File: config.mk
export PLATFORM = sky130hd
export DESIGN_NAME = ps2_key_decoder
export DESIGN_NICKNAME = d
export VERILOG_FILES = /design/src/rtl/ps2_key_decoder_pkg.sv /design/src/rtl/ps2_key_decoder_frame_rx.sv /design/src/rtl/ps2_key_decoder.sv
export SDC_FILE = /design/constraint.sdc
export NUM_CORES = 1
export LEC_CHECK = 0
export ABC_AREA = 0
export BUFFER_PORTS_ARGS = -buffer_cell sky130_fd_sc_hd__buf_2
export CAP_MARGIN = 0
export CORE_ASPECT_RATIO = 0.8
export CORE_MARGIN = 1.5
export CORE_UTILIZATION = 45
export DETAILED_ROUTE_END_ITERATION = 10
export SYNTH_ARGS = -nofsm -noshare
export SYNTH_HDL_FRONTEND = slang
export SYNTH_HIERARCHICAL = 1
export SYNTH_SLANG_ARGS = --single-unit
File: constraint.sdc
create_clock -name clock -period 7.9 [get_ports clock]
set_clock_uncertainty 0.2 [all_clocks]
set_input_delay 0 -clock clock [delete_from_list [all_inputs] [get_ports clock]]
set_output_delay 0 -clock clock [all_outputs]
set_load 0.01 [all_outputs]
File: src/rtl/ps2_key_decoder_pkg.sv
// Shared types and constants for the PS/2 key decoder.
package ps2_pkg;

  localparam int SOUND_CODE_W = 4;

  typedef enum logic [1:0] {
    IDLE   = 2'd0,
    DATA   = 2'd1,
    PARITY = 2'd2,
    STOP   = 2'd3
  } frame_state_e;

  localparam logic [7:0] BREAK_CODE = 8'hF0;
  localparam logic [7:0] EXT_CODE   = 8'hE0;

  localparam logic [7:0] KEY_0 = 8'h45;
  localparam logic [7:0] KEY_1 = 8'h16;
  localparam logic [7:0] KEY_2 = 8'h1E;
  localparam logic [7:0] KEY_3 = 8'h26;
  localparam logic [7:0] KEY_4 = 8'h25;
  localparam logic [7:0] KEY_5 = 8'h2E;
  localparam logic [7:0] KEY_6 = 8'h36;
  localparam logic [7:0] KEY_7 = 8'h3D;
  localparam logic [7:0] KEY_8 = 8'h3E;
  localparam logic [7:0] KEY_9 = 8'h46;
  localparam logic [7:0] KEY_A = 8'h1C;
  localparam logic [7:0] KEY_B = 8'h32;
  localparam logic [7:0] KEY_C = 8'h21;
  localparam logic [7:0] KEY_D = 8'h23;
  localparam logic [7:0] KEY_E = 8'h24;
  localparam logic [7:0] KEY_F = 8'h2B;

  // Returns {hit, sound_code}; hit=0 for keys outside 0-9/A-F.
  function automatic logic [SOUND_CODE_W:0] key_lookup(input logic [7:0] code);
    logic [SOUND_CODE_W:0] res;
    res = '0;
    case (code)
      KEY_0: res = {1'b1, 4'h0};
      KEY_1: res = {1'b1, 4'h1};
      KEY_2: res = {1'b1, 4'h2};
      KEY_3: res = {1'b1, 4'h3};
      KEY_4: res = {1'b1, 4'h4};
      KEY_5: res = {1'b1, 4'h5};
      KEY_6: res = {1'b1, 4'h6};
      KEY_7: res = {1'b1, 4'h7};
      KEY_8: res = {1'b1, 4'h8};
      KEY_9: res = {1'b1, 4'h9};
      KEY_A: res = {1'b1, 4'hA};
      KEY_B: res = {1'b1, 4'hB};
      KEY_C: res = {1'b1, 4'hC};
      KEY_D: res = {1'b1, 4'hD};
      KEY_E: res = {1'b1, 4'hE};
      KEY_F: res = {1'b1, 4'hF};
      default: res = '0;
    endcase
    return res;
  endfunction

endpackage

File: src/rtl/ps2_key_decoder_frame_rx.sv
// PS/2 frame receiver: synchroniser, falling-edge detect, frame FSM,
// parity/stop check and inter-edge watchdog. Strobes are combinational
// in the cycle the stop-bit edge is seen; the caller registers them.
module ps2_frame_rx
  import ps2_pkg::*;
#(
  parameter int TIMEOUT_CYC = 50000,
  parameter int SYNC_STAGES = 2
) (
  input  logic       clock_i,
  input  logic       rst_ni,
  input  logic       ps2_clk_i,
  input  logic       ps2_dat_i,
  output logic [7:0] rx_byte_o,
  output logic       rx_vld_o,
  output logic       rx_err_o
);

  localparam int WD_W = $clog2(TIMEOUT_CYC + 1);

  logic [SYNC_STAGES-1:0] clk_sync_q, dat_sync_q;
  logic                   clk_prev_q;
  frame_state_e           state_q, state_d;
  logic [2:0]             bit_cnt_q, bit_cnt_d;
  logic [7:0]             shift_q, shift_d;
  logic                   par_q, par_d;
  logic [WD_W-1:0]        wd_q, wd_d;

  logic clk_s, dat_s, fall;

  assign clk_s = clk_sync_q[SYNC_STAGES-1];
  assign dat_s = dat_sync_q[SYNC_STAGES-1];
  assign fall  = clk_prev_q & ~clk_s;

  // Synchronisers and previous-clock flop; idle-high bus so reset to 1.
  always_ff @(posedge clock_i or negedge rst_ni) begin
    if (!rst_ni) begin
      clk_sync_q <= '1;
      dat_sync_q <= '1;
      clk_prev_q <= 1'b1;
    end else begin
      clk_sync_q <= {clk_sync_q[SYNC_STAGES-2:0], ps2_clk_i};
      dat_sync_q <= {dat_sync_q[SYNC_STAGES-2:0], ps2_dat_i};
      clk_prev_q <= clk_s;
    end
  end

  // Frame FSM and datapath registers.
  always_ff @(posedge clock_i or negedge rst_ni) begin
    if (!rst_ni) begin
      state_q   <= IDLE;
      bit_cnt_q <= '0;
      shift_q   <= '0;
      par_q     <= 1'b0;
      wd_q      <= '0;
    end else begin
      state_q   <= state_d;
      bit_cnt_q <= bit_cnt_d;
      shift_q   <= shift_d;
      par_q     <= par_d;
      wd_q      <= wd_d;
    end
  end

  // Next-state: advance on each falling edge, abandon the frame on watchdog expiry.
  always_comb begin
    state_d   = state_q;
    bit_cnt_d = bit_cnt_q;
    shift_d   = shift_q;
    par_d     = par_q;
    wd_d      = '0;
    rx_vld_o  = 1'b0;
    rx_err_o  = 1'b0;
    if (state_q != IDLE) wd_d = wd_q + WD_W'(1);
    if (fall) begin
      wd_d = '0;
      case (state_q)
        IDLE: begin
          // A falling edge with data high is treated as a glitch.
          if (!dat_s) begin
            state_d   = DATA;
            bit_cnt_d = '0;
          end
        end
        DATA: begin
          shift_d   = {dat_s, shift_q[7:1]};
          bit_cnt_d = bit_cnt_q + 3'd1;
          if (bit_cnt_q == 3'd7) state_d = PARITY;
        end
        PARITY: begin
          par_d   = dat_s;
          state_d = STOP;
        end
        STOP: begin
          state_d = IDLE;
          if (dat_s && ((^shift_q) ^ par_q)) rx_vld_o = 1'b1;
          else                               rx_err_o = 1'b1;
        end
        default: state_d = IDLE;
      endcase
    end else if (state_q != IDLE && wd_q == WD_W'(TIMEOUT_CYC - 1)) begin
      state_d = IDLE;
      wd_d    = '0;
    end
  end

  assign rx_byte_o = shift_q;

endmodule

File: src/rtl/ps2_key_decoder.sv
// PS/2 key decoder: filters break/extended sequences and maps hex-key
// make codes to a 4-bit sound code with a one-cycle strobe.
module ps2_key_decoder
  import ps2_pkg::*;
#(
  parameter int TIMEOUT_CYC = 50000,
  parameter int SYNC_STAGES = 2
) (
  input  logic                    clock,
  input  logic                    reset,
  input  logic                    ps2_clk,
  input  logic                    ps2_dat,
  output logic [SOUND_CODE_W-1:0] ps2_data,
  output logic                    ps2_en,
  output logic                    frame_err
);

  logic [7:0] rx_byte;
  logic       rx_vld, rx_err;

  logic                    brk_q, brk_d;
  logic                    ext_q, ext_d;
  logic [SOUND_CODE_W-1:0] data_q, data_d;
  logic                    en_q, en_d;
  logic                    err_q, err_d;
  logic [SOUND_CODE_W:0]   lut;

  ps2_frame_rx #(
    .TIMEOUT_CYC (TIMEOUT_CYC),
    .SYNC_STAGES (SYNC_STAGES)
  ) u_frame_rx (
    .clock_i   (clock),
    .rst_ni    (reset),
    .ps2_clk_i (ps2_clk),
    .ps2_dat_i (ps2_dat),
    .rx_byte_o (rx_byte),
    .rx_vld_o  (rx_vld),
    .rx_err_o  (rx_err)
  );

  // Flag and output registers.
  always_ff @(posedge clock or negedge reset) begin
    if (!reset) begin
      brk_q  <= 1'b0;
      ext_q  <= 1'b0;
      data_q <= '0;
      en_q   <= 1'b0;
      err_q  <= 1'b0;
    end else begin
      brk_q  <= brk_d;
      ext_q  <= ext_d;
      data_q <= data_d;
      en_q   <= en_d;
      err_q  <= err_d;
    end
  end

  // Byte decode: prefixes set flags, the byte after a prefix is swallowed.
  always_comb begin
    brk_d  = brk_q;
    ext_d  = ext_q;
    data_d = data_q;
    en_d   = 1'b0;
    err_d  = rx_err;
    lut    = key_lookup(rx_byte);
    if (rx_vld) begin
      if (rx_byte == BREAK_CODE) begin
        brk_d = 1'b1;
      end else if (rx_byte == EXT_CODE) begin
        ext_d = 1'b1;
      end else if (brk_q || ext_q) begin
        brk_d = 1'b0;
        ext_d = 1'b0;
      end else if (lut[SOUND_CODE_W]) begin
        data_d = lut[SOUND_CODE_W-1:0];
        en_d   = 1'b1;
      end
    end
  end

  assign ps2_data  = data_q;
  assign ps2_en    = en_q;
  assign frame_err = err_q;

endmodule

==> key figures, run 1 <==
Status
  • Result of the run: finished, violations left
  • Failing checks: design-rule violations

Layout
  • Non-Filler Instances: approximately 300
  • Final Util: 0.515
  • Layout filler cell count: between 400 and 500
  • Post-route design area: roughly 2600 sq um
  • Layout cells sized above 1: 0.198
  • Layout overhead on the synthesized area: 8.48%
  • Total area of sequential cells: about 1100 sq um
  • Post-layout nets: roughly 250
  • Area taken by multi-input logic gates: 1210 sq um
  • Antenna cell count: 0

Power and ir drop
  • Total power divided by cell area: about 300 nW/um^2
  • Peak supply drop: 0.105 mV
  • Leakage power: ~1.1 nW
  • Post-layout total power: between 700 and 800 uW

Clock network
  • Worst-Skew Late Latency: between 0.2 and 0.3 ns
  • Number of clock sinks: 43
  • Clock tree buffer depth: 2
  • Number of buffers added by the clock tree synthesis step: 5
  • Clock-pin slew on the worst setup and hold paths: around 0.080 ns
  • CTS tree: done
  • H-Tree Level Count: 2
  • CTS Root Buffer Type: clkbuf_8
  • Buffer count from post-CTS setup fixing: 0

Worst setup path
  • Delay of the slowest cell on the worst path: roughly 0.63 ns
  • Number of buffers and inverters on the critical path: 0
  • Worst path required time: between 7 and 8 ns
  • Critical path's top delay family: flip-flops
  • Max FO, Critical Path: 16
  • Arrival time at the worst endpoint: around 2.8 ns
  • Category of the most critical setup path: flip-flop to flip-flop
  • Cell-by-cell listing of the critical path: xnor3_1 -> nand2b_1 -> mux2i_1 -> and3_1 -> o41a_2 -> nand2_1 -> a31oi_4 -> mux2_4
  • Slowest cell on the critical path: dfrtp_1
  • Crit start category: flip-flop
  • Crit path capture type: flip-flop

Synthesis
  • Cell accounting for the most synthesized area: dfrtp_1
  • Post-Syn Area: about 2400 sq um
  • Yosys warning total: 6
  • Net count of the mapped netlist: roughly 240
  • Post-synthesis register bit count: 43
  • EDFF count, synth: 0
  • Share of the yosys chip area belonging to registers: 0.447
  • Number of unique standard cell types used by synthesis: 53
  • Synthesized netlist cell count: 226
  • Area share of the leading cell type in the synthesized netlist: 0.393
  • Most frequently used flop master after synthesis: dfrtp_1
  • Ys async rst share: 1.00
  • Mean area per synthesized cell: between 10 and 15 sq um
  • Synth top area cells: dfrtp_1, dfstp_2, mux2_2

Routing
  • Detail-routed net length per standard cell: approximately 14 um
  • DRC violations left: 3
  • DRT iter0 DRCs: ~180
  • ANT nets after route: 0
  • DRT met1 WL: 2.36 mm
  • First-pass detailed-route iteration total: 7
  • Wirelength, routed: about 4.2 mm
  • Routed via count: 1,622
  • Number of vias per cell: roughly 5.4
  • Total met2 wirelength after detailed routing: around 1.7 mm
  • Met3 WL: 182 um
  • Top metal layer carrying routed signals: met4

Floorplanning
  • Horiz. Die Dim: approximately 85 um
  • Core Area: between 5000 and 6000 sq um
  • Die ar.: 5830 sq um
  • DIE HEIGHT: roughly 69 um
  • Number of placement rows: 23
  • I/O pin count: 10
  • Effective utilization at floorplan: 0.475

Timing
  • Number of endpoints with negative hold slack in the final report: 0
  • RSZ-0062 raised after global routing: false
  • Setup-violating endpoint count in the final report: 0
  • Final clock period utilization by the worst path: 0.358
  • Max Slew Vio Count: 0
  • Headroom to the max-slew limit: 0.213
  • Post-route worst hold slack: 0.150 ns
  • Transition time of the tightest slew-check pin: 1.17 ns
  • Setup slack of the critical path after layout: just over 5 ns
  • Setup_tns: 0 ns
  • Highest Clock Rate: approximately 350 MHz
  • Period minus WS final: about 2.8 ns

Run
  • Max-capacitance violation count: 0

Placed design
  • Final HPWL from detailed placement: between 2 and 3 mm
  • Worst Setup Slack post-DPL: 5.09 ns
  • Port-buffer cells: 9
  • Dpl cell area: between 2000 and 2500 sq um
  • RD Place Congestion: 0.813
  • Placed instance count: approximately 290

Worst hold path
  • Hold WC Path Type: input port to flip-flop

GRT
  • Congestion Overflow GR: 0
  • Via count of the first global-routing pass: 1,464
  • Number of antenna violations at the first check in global routing: 0
  • First-pass GRT wire length: between 7 and 8 mm
  • Combined global-route utilization of all metal layers: 0.160
  • Pin count of the biggest net entering global routing: between 40 and 50
cell families (layout without fill, tap and decap cells):
logic type	Yosys count	after routing	share of synthesized area
AO/OA/AOI/OAI	33	33	0.0962
XOR/XNOR	20	20	0.0838
adder cells (fa/ha/maj)	7	7	0.0362
buffers and inverters	21	32	0.0517
flip-flops	43	43	0.447
multiplexers	16	16	0.0781
AND/OR/NAND/NOR	86	86	0.207
flip-flops by register name, summed over array words and instances, names as in the netlist, 2 cells and up:
signal and count:
u_frame_rx/clk_sync_q 2, u_frame_rx/bit_cnt_q 3, u_frame_rx/state_q 2, u_frame_rx/dat_sync_q 2
ps2_data 4, u_frame_rx/rx_byte_o 8, u_frame_rx/wd_q 16
layer usage:
| metal | up-vias | GRT usage |
|---|---|---|
| met5 | - | 0 |
| met4 | 0 | 0.0492 |
| met3 | 2 | 0.0393 |
| met2 | 32 | 0.225 |
| met1 | 765 | 0.241 |
| li1 | 823 | - |
cells in the mapped netlist (2+ instances only):
library cell  count
dfrtp_1          38
nor2_1           27
xnor2_1          14
nand2_1          13
inv_1            12
mux2_2           11
nor4_1            8
o21ai_0           8
a21oi_1           7
ha_1              7
buf_6             5
dfstp_2           5
nor3_1            5
nand4_1           4
xor2_1            4
a31oi_1           3
mux2_4            3
nand2b_1          3
nand3_1           3
a211oi_1          2
a22o_1            2
and3_1            2
buf_4             2
mux2i_1           2
nand3_2           2
nand4bb_1         2
nor4b_1           2
or3_1             2
or3b_1            2
or4_4             2
xnor3_1           2
report_power, final:
group          switching (mW)  internal, mW  total [mW]
logic                   0.106         0.131       0.237
clock network          0.0739         0.126       0.200
registers              0.0823         0.262       0.345
total                   0.262         0.520       0.782
placed cells by master (no fill, tap or decap), types with 2 or more instances in the layout:
master         count
or3_1              2
nand4bb_1          2
a22o_1             2
dfstp_2            5
a31oi_1            3
nand4_1            4
ha_1               7
nor3_1             5
dlygate4sd3_1      3
nand3_1            3
mux2i_1            2
nor4_1             8
nor2_1            27
xnor2_1           14
mux2_4             3
a211oi_1           2
or3b_1             2
or4_4              2
a21oi_1            7
nand3_2            2
dfrtp_1           38
nor4b_1            2
and3_1             2
nand2_1           13
bufinv_16          2
xnor3_1            2
xor2_1             4
inv_1             12
nand2b_1           3
clkbuf_8           5
o21ai_0            8
buf_2              9
mux2_2            11
path summary, 6_finish.rpt:
path	from	end	slack [ns]	depth (start not counted)
worst min-delay path	ps2_clk	u_frame_rx/clk_sync_q[0]$_DFF_PN1_	0.15	2
worst max register to register	u_frame_rx/rx_byte_o[1]$_DFFE_PN0N_	ps2_data[0]$_DFFE_PN0P_	5.07	8
worst max-delay path	u_frame_rx/rx_byte_o[1]$_DFFE_PN0N_	ps2_data[0]$_DFFE_PN0P_	5.07	8
worst min register to register	u_frame_rx/dat_sync_q[0]$_DFF_PN1_	u_frame_rx/dat_sync_q[1]$_DFF_PN1_	0.16	0
min in group asynchronous	reset	ps2_data[1]$_DFFE_PN0P_	0.20	2
max in group asynchronous	reset	u_frame_rx/rx_byte_o[7]$_DFFE_PN0N_	6.70	2
layout make-up:
class / count / area share
Clock buffer: 6 / 0.0276
Clock inverter: 2 / 0.0229
Inverter: 12 / 0.0172
Multi-Input combinational cell: 162 / 0.462
Sequential cell: 43 / 0.412
Tap cell: 62 / 0.0296
Timing Repair Buffer: 12 / 0.0286
timing repair:
item                                   CTS  global route
hold buffers                             3             0
resized for setup                        0             0
endpoints found under the hold margin   40             0
Note: power is estimated with default switching activity, not from simulation.
==> run 2: changes to the inputs <==
==> constraint.sdc (replaced) <==
create_clock -name clock -period 2.6 [get_ports clock]
set_clock_uncertainty 0.2 [all_clocks]
set_input_delay 0 -clock clock [delete_from_list [all_inputs] [get_ports clock]]
set_output_delay 0 -clock clock [all_outputs]
set_load 0.01 [all_outputs]
==> run 2 against run 1 <==
  * The run still ends with design-rule violations left
  * Register-to-register slack got worse by 5.0 ns
  * Power rose to 3.2 times the previous value
  * Sequential power increased to 2.6 times the previous value
  * Cell count is 5.0% higher
  * Global-route usage rose by 0.61 points
  * Clock-buffer cell count did not move
  * Die area did not move
  * Fmax grew 12%
  * Routed wire length is 5.3% higher
  * Design area increased by 4.4%
  * Worst setup slack got worse by 5.0 ns
  * Highest routed layer unchanged
==> key figures, run 2 (synthesis results as in run 1) <==
Layout
  • Layout cells sized above 1: 0.266 (+0.0676)
  • Largest register by flop count: u_frame_rx/wd_q
  • Layout filler cell count: 451 (-2.8%)
  • Post-layout nets: 262 (+6.1%)
  • Total area of sequential cells: 1080 sq um (unchanged)
  • Leading cell types in the layout, fill and taps excluded: dfrtp_1, nor2_1, buf_4
  • Post-route design area: 2740 sq um (+4.4%)
  • Layout overhead on the synthesized area: 13.3%
  • Number of flip-flops in the largest register: 16 (unchanged)
  • Most frequent standard cell in the layout excluding fill and tap cells: dfrtp_1
  • Antenna cell count: 0 (unchanged)
  • Area taken by multi-input logic gates: 1230 sq um (+1.5%)

GRT
  • Congestion Overflow GR: 0 (unchanged)
  • Number of antenna violations at the first check in global routing: 0 (unchanged)
  • Combined global-route utilization of all metal layers: 0.166 (+0.00612)
  • Pin count of the biggest net entering global routing: 44 (unchanged)
  • First-pass GRT wire length: 7.56 mm (+4.7%)
  • Via count of the first global-routing pass: 1,587 (+8.4%)

Routing
  • First-pass detailed-route iteration total: 7 (unchanged)
  • ANT nets after route: 0 (unchanged)
  • Wirelength, routed: 4.46 mm (+5.3%)
  • Routed via count: 1,713 (+5.6%)
  • DRT iter0 DRCs: 137 (-23%)
  • Number of vias per cell: 5.46 (+0.57%)
  • Detail-routed net length per standard cell: 14.2 um (+0.31%)
  • DRC violations left: 3 (unchanged)

Timing
  • Max Slew Vio Count: 0 (unchanged)
  • Highest Clock Rate: 395 MHz (+12%)
  • Transition time of the tightest slew-check pin: 0.955 ns (-0.217 ns)
  • Headroom to the max-slew limit: 0.363 (+0.150)
  • Setup-violating endpoint count in the final report: 0 (unchanged)
  • Final clock period utilization by the worst path: 0.973 (+0.615)
  • Setup_tns: 0 ns (unchanged)
  • Post-route worst hold slack: 0.146 ns (-0.00392 ns)
  • Setup slack of the critical path after layout: 0.0715 ns (-5.00 ns)
  • Period minus WS final: 2.53 ns (-0.298 ns)
  • Number of endpoints with negative hold slack in the final report: 0 (unchanged)

Power and ir drop
  • Post-layout total power: 2.54 mW (+220%)
  • Leakage power: 1.16 nW (+6.9%)
  • Peak supply drop: 0.399 mV (+280%)
  • Net Switching: 856 uW (+230%)
  • Share of power burned in the clock network: 0.208 (-0.048)
  • Total power divided by cell area: 925 nW/um^2 (+210%)
  • Internal cell power: 1.68 mW (+220%)
  • Register share of total power: 0.355 (-0.086)
  • Fraction of power spent switching nets: 0.337 (+0.00212)
  • Combinational fraction of design power: 0.437 (+0.134)

Clock network
  • H-Tree Level Count: 2 (unchanged)
  • Worst-Skew Late Latency: 0.29 ns (about the same)
  • CTS tree: done
  • Number of buffers added by the clock tree synthesis step: 5 (unchanged)
  • Number of clock sinks: 43 (unchanged)
  • Clock-pin slew on the worst setup and hold paths: 0.08 ns (about the same)
  • CTS Root Buffer Type: clkbuf_8
  • Clock tree buffer depth: 2 (unchanged)

Worst setup path
  • Max FO, Critical Path: 4 (-12)
  • Critical path's top delay family: XOR/XNOR gates
  • Worst reg2reg path depth: 8 (unchanged)
  • Timing startpoint of the critical path: u_frame_rx/rx_byte_o[2]$_DFFE_PN0N_
  • Worst flop-to-flop path endpoint: ps2_data[3]$_DFFE_PN0P_
  • Number of buffers and inverters on the critical path: 0 (unchanged)
  • Crit path capture type: flip-flop
  • Worst r2r src: u_frame_rx/rx_byte_o[2]$_DFFE_PN0N_
  • Setup slack, reg-to-reg: 0.07 ns (-5.00 ns)
  • Slowest cell on the critical path: xnor3_1
  • Arrival time at the worst endpoint: 2.51 ns (-0.30 ns)
  • Category of the most critical setup path: flip-flop to flip-flop
  • End point of the critical path: ps2_data[3]$_DFFE_PN0P_
  • Cell count along the critical path: 8 (unchanged)
  • Cell-by-cell listing of the critical path: xor2_1 -> xnor3_1 -> mux2i_2 -> and3_4 -> o41a_2 -> nand2_2 -> a31oi_4 -> mux2_4
  • Worst path required time: 2.58 ns (-5.30 ns)
  • Delay of the slowest cell on the worst path: 0.43 ns (-0.20 ns)
  • Crit start category: flip-flop

Floorplanning
  • Effective utilization at floorplan: 0.475 (unchanged)
  • Horiz. Die Dim: 85.0 um (unchanged)
  • I/O pin count: 10 (unchanged)
  • Number of placement rows: 23 (unchanged)
  • Core Area: 5090 sq um (unchanged)
  • DIE HEIGHT: 68.6 um (unchanged)
  • Die ar.: 5830 sq um (unchanged)

Placed design
  • Port-buffer cells: 9 (unchanged)
  • RD Place Congestion: 0.856 (+5.2%)
  • Dpl cell area: 2540 sq um (+3.4%)
  • Final HPWL from detailed placement: 3.05 mm (+8.6%)
  • Worst Setup Slack post-DPL: 0.0203 ns (-5.07 ns)

Worst hold path
  • Hold WC Path Type: input port to flip-flop

Status
  • Result of the run: finished, violations left
  • Failing checks: design-rule violations

Run
  • Max-capacitance violation count: 0 (unchanged)
run 2: power groups by stage:
| stage | logic, mW | registers (mW) | clock network [mW] |
|---|---|---|---|
| after global placement | 0.970 | 0.903 | 0 |
| final | 1.11 | 0.899 | 0.529 |
| after floorplan | 0.747 | 0.934 | 0 |
| after global routing | 1.21 | 0.917 | 0.580 |
| after detailed placement | 0.983 | 0.906 | 0 |
| after CTS | 1.02 | 0.894 | 0.551 |
run 2: worst min-delay path by stage:
stage,startpoint,end,slack (ns),cells after the start
CTS,ps2_dat,u_frame_rx/dat_sync_q[0]$_DFF_PN1_,0.13,2
global route,ps2_dat,u_frame_rx/dat_sync_q[0]$_DFF_PN1_,0.13,2
floorplan,reset,brk_q$_DFFE_PN0P_,-0.50,0
detailed placement,ps2_clk,u_frame_rx/clk_sync_q[0]$_DFF_PN1_,-0.09,1
global placement,ps2_clk,u_frame_rx/clk_sync_q[0]$_DFF_PN1_,-0.09,1
finish,ps2_dat,u_frame_rx/dat_sync_q[0]$_DFF_PN1_,0.15,2
run 2: stage by stage:
step / cells / util
after global placement: 299 / 0.500
after CTS: 311 / 0.530
after global routing: 314 / 0.538
after detailed placement: 299 / 0.500
after floorplan: 226 / -
final: 314 / 0.538
run 2: layout make-up:
| cell class | instances | area share |
|---|---|---|
| Clock buffer | 6 | 0.0301 |
| Clock inverter | 2 | 0.0128 |
| Inverter | 12 | 0.0164 |
| Multi-Input combinational cell | 162 | 0.449 |
| Sequential cell | 43 | 0.395 |
| Tap cell | 62 | 0.0283 |
| Timing Repair Buffer | 27 | 0.0685 |
run 2: worst register-to-register path: stages, from the launching register on:
cell and delay [ns]:
dfrtp_1 0.39, xor2_1 0.16, xnor3_1 0.43, mux2i_2 0.22
and3_4 0.22, o41a_2 0.16, nand2_2 0.08, a31oi_4 0.22
mux2_4 0.32
run 2: routing by layer:
layer | track usage | routed length (um) | up-vias
met1 | 0.243 | 2440 | 825
met5 | 0 | 0 | -
met4 | 0.0369 | 20 | 0
met2 | 0.239 | 1800 | 33
li1 | - | - | 853
met3 | 0.0548 | 192 | 2
run 2: repair_timing:
item                                   CTS  global route
cloned                                   0             0
endpoints found under the hold margin   40             0
hold buffers                             3             0
buffers inserted                         1             3
gates resized for setup                  0             4
setup endpoints to repair                1             3
pin swaps                                0             2
==> run 3: changes to the inputs <==
--- a/config.mk
+++ b/config.mk
@@ -12,6 +12,7 @@
 export CORE_MARGIN = 1.5
 export CORE_UTILIZATION = 45
 export DETAILED_ROUTE_END_ITERATION = 10
+export PLACE_DENSITY = 0.66
 export SYNTH_ARGS = -nofsm -noshare
 export SYNTH_HDL_FRONTEND = slang
 export SYNTH_HIERARCHICAL = 1
==> run 3 against run 2 <==
  * The run still ends with design-rule violations left
  * Global-route usage increased by 0.33 points
  * Combinational power decreased by 7%
  * Sequential share of layout area increased by 0.88 points
  * Power decreased by 8.1%
  * Critical endpoint is now ps2_data[1]$_DFFE_PN0P_
  * Largest power group unchanged
  * Highest routed layer unchanged
==> key figures, run 3 (synthesis results as in run 1) <==
Timing
  • Setup slack of the critical path after layout: 0.0213 ns (-0.0502 ns)
  • Max Slew Vio Count: 0 (unchanged)
  • RSZ-0062 raised after global routing: true
  • Number of endpoints with negative hold slack in the final report: 0 (unchanged)
  • Transition time of the tightest slew-check pin: 0.936 ns (-0.0187 ns)
  • Setup-violating endpoint count in the final report: 0 (unchanged)
  • Headroom to the max-slew limit: 0.376 (+0.0124)
  • Highest Clock Rate: 388 MHz (-1.9%)
  • Post-route worst hold slack: 0.146 ns (-0.000771 ns)
  • Final clock period utilization by the worst path: 0.992 (+0.0193)
  • Period minus WS final: 2.58 ns (+0.0502 ns)

Power and ir drop
  • Fraction of power spent switching nets: 0.361 (+0.0234)
  • Internal cell power: 1.49 mW (-11%)
  • Register share of total power: 0.384 (+0.029)
  • Net Switching: 841 uW (-1.7%)
  • Share of power burned in the clock network: 0.176 (-0.032)
  • Combinational fraction of design power: 0.441 (+0.004)
  • Total power divided by cell area: 869 nW/um^2 (-6.1%)
  • Peak supply drop: 0.360 mV (-9.9%)
  • Leakage power: 1.14 nW (-1.7%)

Placed design
  • Final HPWL from detailed placement: 3.01 mm (-1.5%)
  • RD Place Congestion: 0.856 (about the same)
  • Worst Setup Slack post-DPL: 0.00550 ns (-0.0148 ns)
  • Port-buffer cells: 9 (unchanged)
  • Dpl cell area: 2540 sq um (-0.30%)
  • Placed instance count: 298 (-0.33%)

Floorplanning
  • Effective utilization at floorplan: 0.475 (unchanged)
  • Horiz. Die Dim: 85.0 um (unchanged)
  • Core Area: 5090 sq um (unchanged)
  • I/O pin count: 10 (unchanged)
  • Number of placement rows: 23 (unchanged)
  • Die ar.: 5830 sq um (unchanged)
  • DIE HEIGHT: 68.6 um (unchanged)

Layout
  • Non-Filler Instances: 312 (-0.64%)
  • Layout overhead on the synthesized area: 10.8%
  • Number of flip-flops in the largest register: 16 (unchanged)
  • Most frequent standard cell in the layout excluding fill and tap cells: dfrtp_1
  • Layout filler cell count: 448 (-0.67%)
  • Antenna cell count: 0 (unchanged)
  • Area taken by multi-input logic gates: 1220 sq um (-0.91%)
  • Leading cell types in the layout, fill and taps excluded: dfrtp_1, nor2_1, xnor2_1
  • Largest register by flop count: u_frame_rx/wd_q
  • Post-layout nets: 260 (-0.76%)
  • Layout cells sized above 1: 0.248 (-0.0179)
  • Post-route design area: 2680 sq um (-2.2%)
  • Total area of sequential cells: 1080 sq um (unchanged)

Worst setup path
  • Delay of the slowest cell on the worst path: 0.43 ns (about the same)
  • Crit start category: flip-flop
  • Arrival time at the worst endpoint: 2.55 ns (+0.04 ns)
  • Worst path required time: 2.58 ns (about the same)
  • Category of the most critical setup path: flip-flop to flip-flop
  • Cell-by-cell listing of the critical path: xnor2_1 -> xnor3_1 -> mux2i_1 -> and3_1 -> o41a_2 -> nand2_4 -> a31oi_4 -> mux2_4
  • Crit path capture type: flip-flop
  • Max FO, Critical Path: 4 (unchanged)
  • Slowest cell on the critical path: xnor3_1
  • Number of buffers and inverters on the critical path: 0 (unchanged)
  • Critical path's top delay family: XOR/XNOR gates

Clock network
  • H-Tree Level Count: 2 (unchanged)
  • Clock-pin slew on the worst setup and hold paths: 0.08 ns (about the same)
  • Number of clock sinks: 43 (unchanged)
  • CTS Root Buffer Type: clkbuf_8
  • CTS tree: done
  • Number of buffers added by the clock tree synthesis step: 5 (unchanged)
  • Worst-Skew Late Latency: 0.29 ns (about the same)
  • Clock tree buffer depth: 2 (unchanged)

Worst hold path
  • Hold WC Path Type: input port to flip-flop

GRT
  • Pin count of the biggest net entering global routing: 44 (unchanged)
  • Number of antenna violations at the first check in global routing: 0 (unchanged)
  • First-pass GRT wire length: 7.78 mm (+3.0%)
  • Combined global-route utilization of all metal layers: 0.170 (+0.00326)
  • Via count of the first global-routing pass: 1,621 (+2.1%)
  • Congestion Overflow GR: 0 (unchanged)

Routing
  • Routed via count: 1,699 (-0.82%)
  • DRT iter0 DRCs: 172 (+26%)
  • DRC violations left: 1 (-2)
  • ANT nets after route: 0 (unchanged)
  • Detail-routed net length per standard cell: 14.1 um (-0.67%)
  • Number of vias per cell: 5.45 (-0.18%)
  • Wirelength, routed: 4.40 mm (-1.3%)
  • First-pass detailed-route iteration total: 7 (unchanged)

Run
  • Max-capacitance violation count: 0 (unchanged)

Status
  • Result of the run: finished, violations left
  • Failing checks: design-rule violations
==> run 3: cell types whose count changed in the layout (fill, tap and decap cells not counted), sizes merged <==
| cell | change |
|---|---|
| buf | -2 |
| bufinv | -1 |
| clkbuf | -1 |
| clkinv | +2 |
==> run 3: stage by stage <==
step	power, mW	utilization	TNS (ns)
5_1_grt	2.51	0.526	-0.264
4_1_cts	2.34	0.523	0
6_report	2.33	0.526	0
3_5_place_dp	1.88	0.498	0
3_3_place_gp	1.85	0.498	0
2_1_floorplan	1.68	-	0
==> run 3: what timing repair did <==
| action | CTS | global route |
|---|---|---|
| pin swaps | 1 | 3 |
| endpoints found under the setup margin | 3 | 3 |
| hold endpoints to repair | 40 | 0 |
| buffers inserted | 2 | 1 |
| gates resized for setup | 0 | 2 |
| hold buffers | 3 | 0 |
==> run 3: worst paths after layout <==
kind,from,end,slack (ns),cells past startpoint
max,u_frame_rx/rx_byte_o[7]$_DFFE_PN0N_,ps2_data[1]$_DFFE_PN0P_,0.02,8
min,ps2_dat,u_frame_rx/dat_sync_q[0]$_DFF_PN1_,0.15,2
max reg2reg,u_frame_rx/rx_byte_o[7]$_DFFE_PN0N_,ps2_data[1]$_DFFE_PN0P_,0.02,8
min reg2reg,u_frame_rx/dat_sync_q[0]$_DFF_PN1_,u_frame_rx/dat_sync_q[1]$_DFF_PN1_,0.16,0
max in group asynchronous,reset,u_frame_rx/bit_cnt_q[1]$_DFFE_PN0P_,1.43,2
min in group asynchronous,reset,ps2_en$_DFF_PN0_,0.19,2
==> run 3: worst reg2reg max path: cells and delay by family (launching register included) <==
| kind | cells | cell delay [ns] |
|---|---|---|
| mux | 2 | 0.56 |
| xor+xnor | 2 | 0.62 |
| compound gates | 2 | 0.41 |
| flops | 1 | 0.39 |
| simple gates | 2 | 0.29 |
==> run 3: per-layer routing <==
metal | global-route usage | up-vias | wire length (um)
met5 | 0 | - | 0
met4 | 0.0492 | 0 | 36
met3 | 0.0369 | 5 | 145
met2 | 0.254 | 27 | 1840
met1 | 0.247 | 818 | 2380
li1 | - | 849 | -
==> run 3: power by group through the flow <==
stage / logic (mW) / clock network, mW / registers [mW]
6_report: 1.03 / 0.410 / 0.894
3_5_place_dp: 0.972 / 0 / 0.906
5_1_grt: 1.15 / 0.441 / 0.914
3_3_place_gp: 0.945 / 0 / 0.903
2_1_floorplan: 0.747 / 0 / 0.934
4_1_cts: 1.02 / 0.424 / 0.895
==> run 3: final cells by class <==
type / count / area share
clock buffer: 5 / 0.0257
multi-input combinational: 162 / 0.455
tap: 62 / 0.0289
inverter: 12 / 0.0168
clock inverter: 3 / 0.00560
timing repair buffer: 25 / 0.0644
sequential: 43 / 0.404
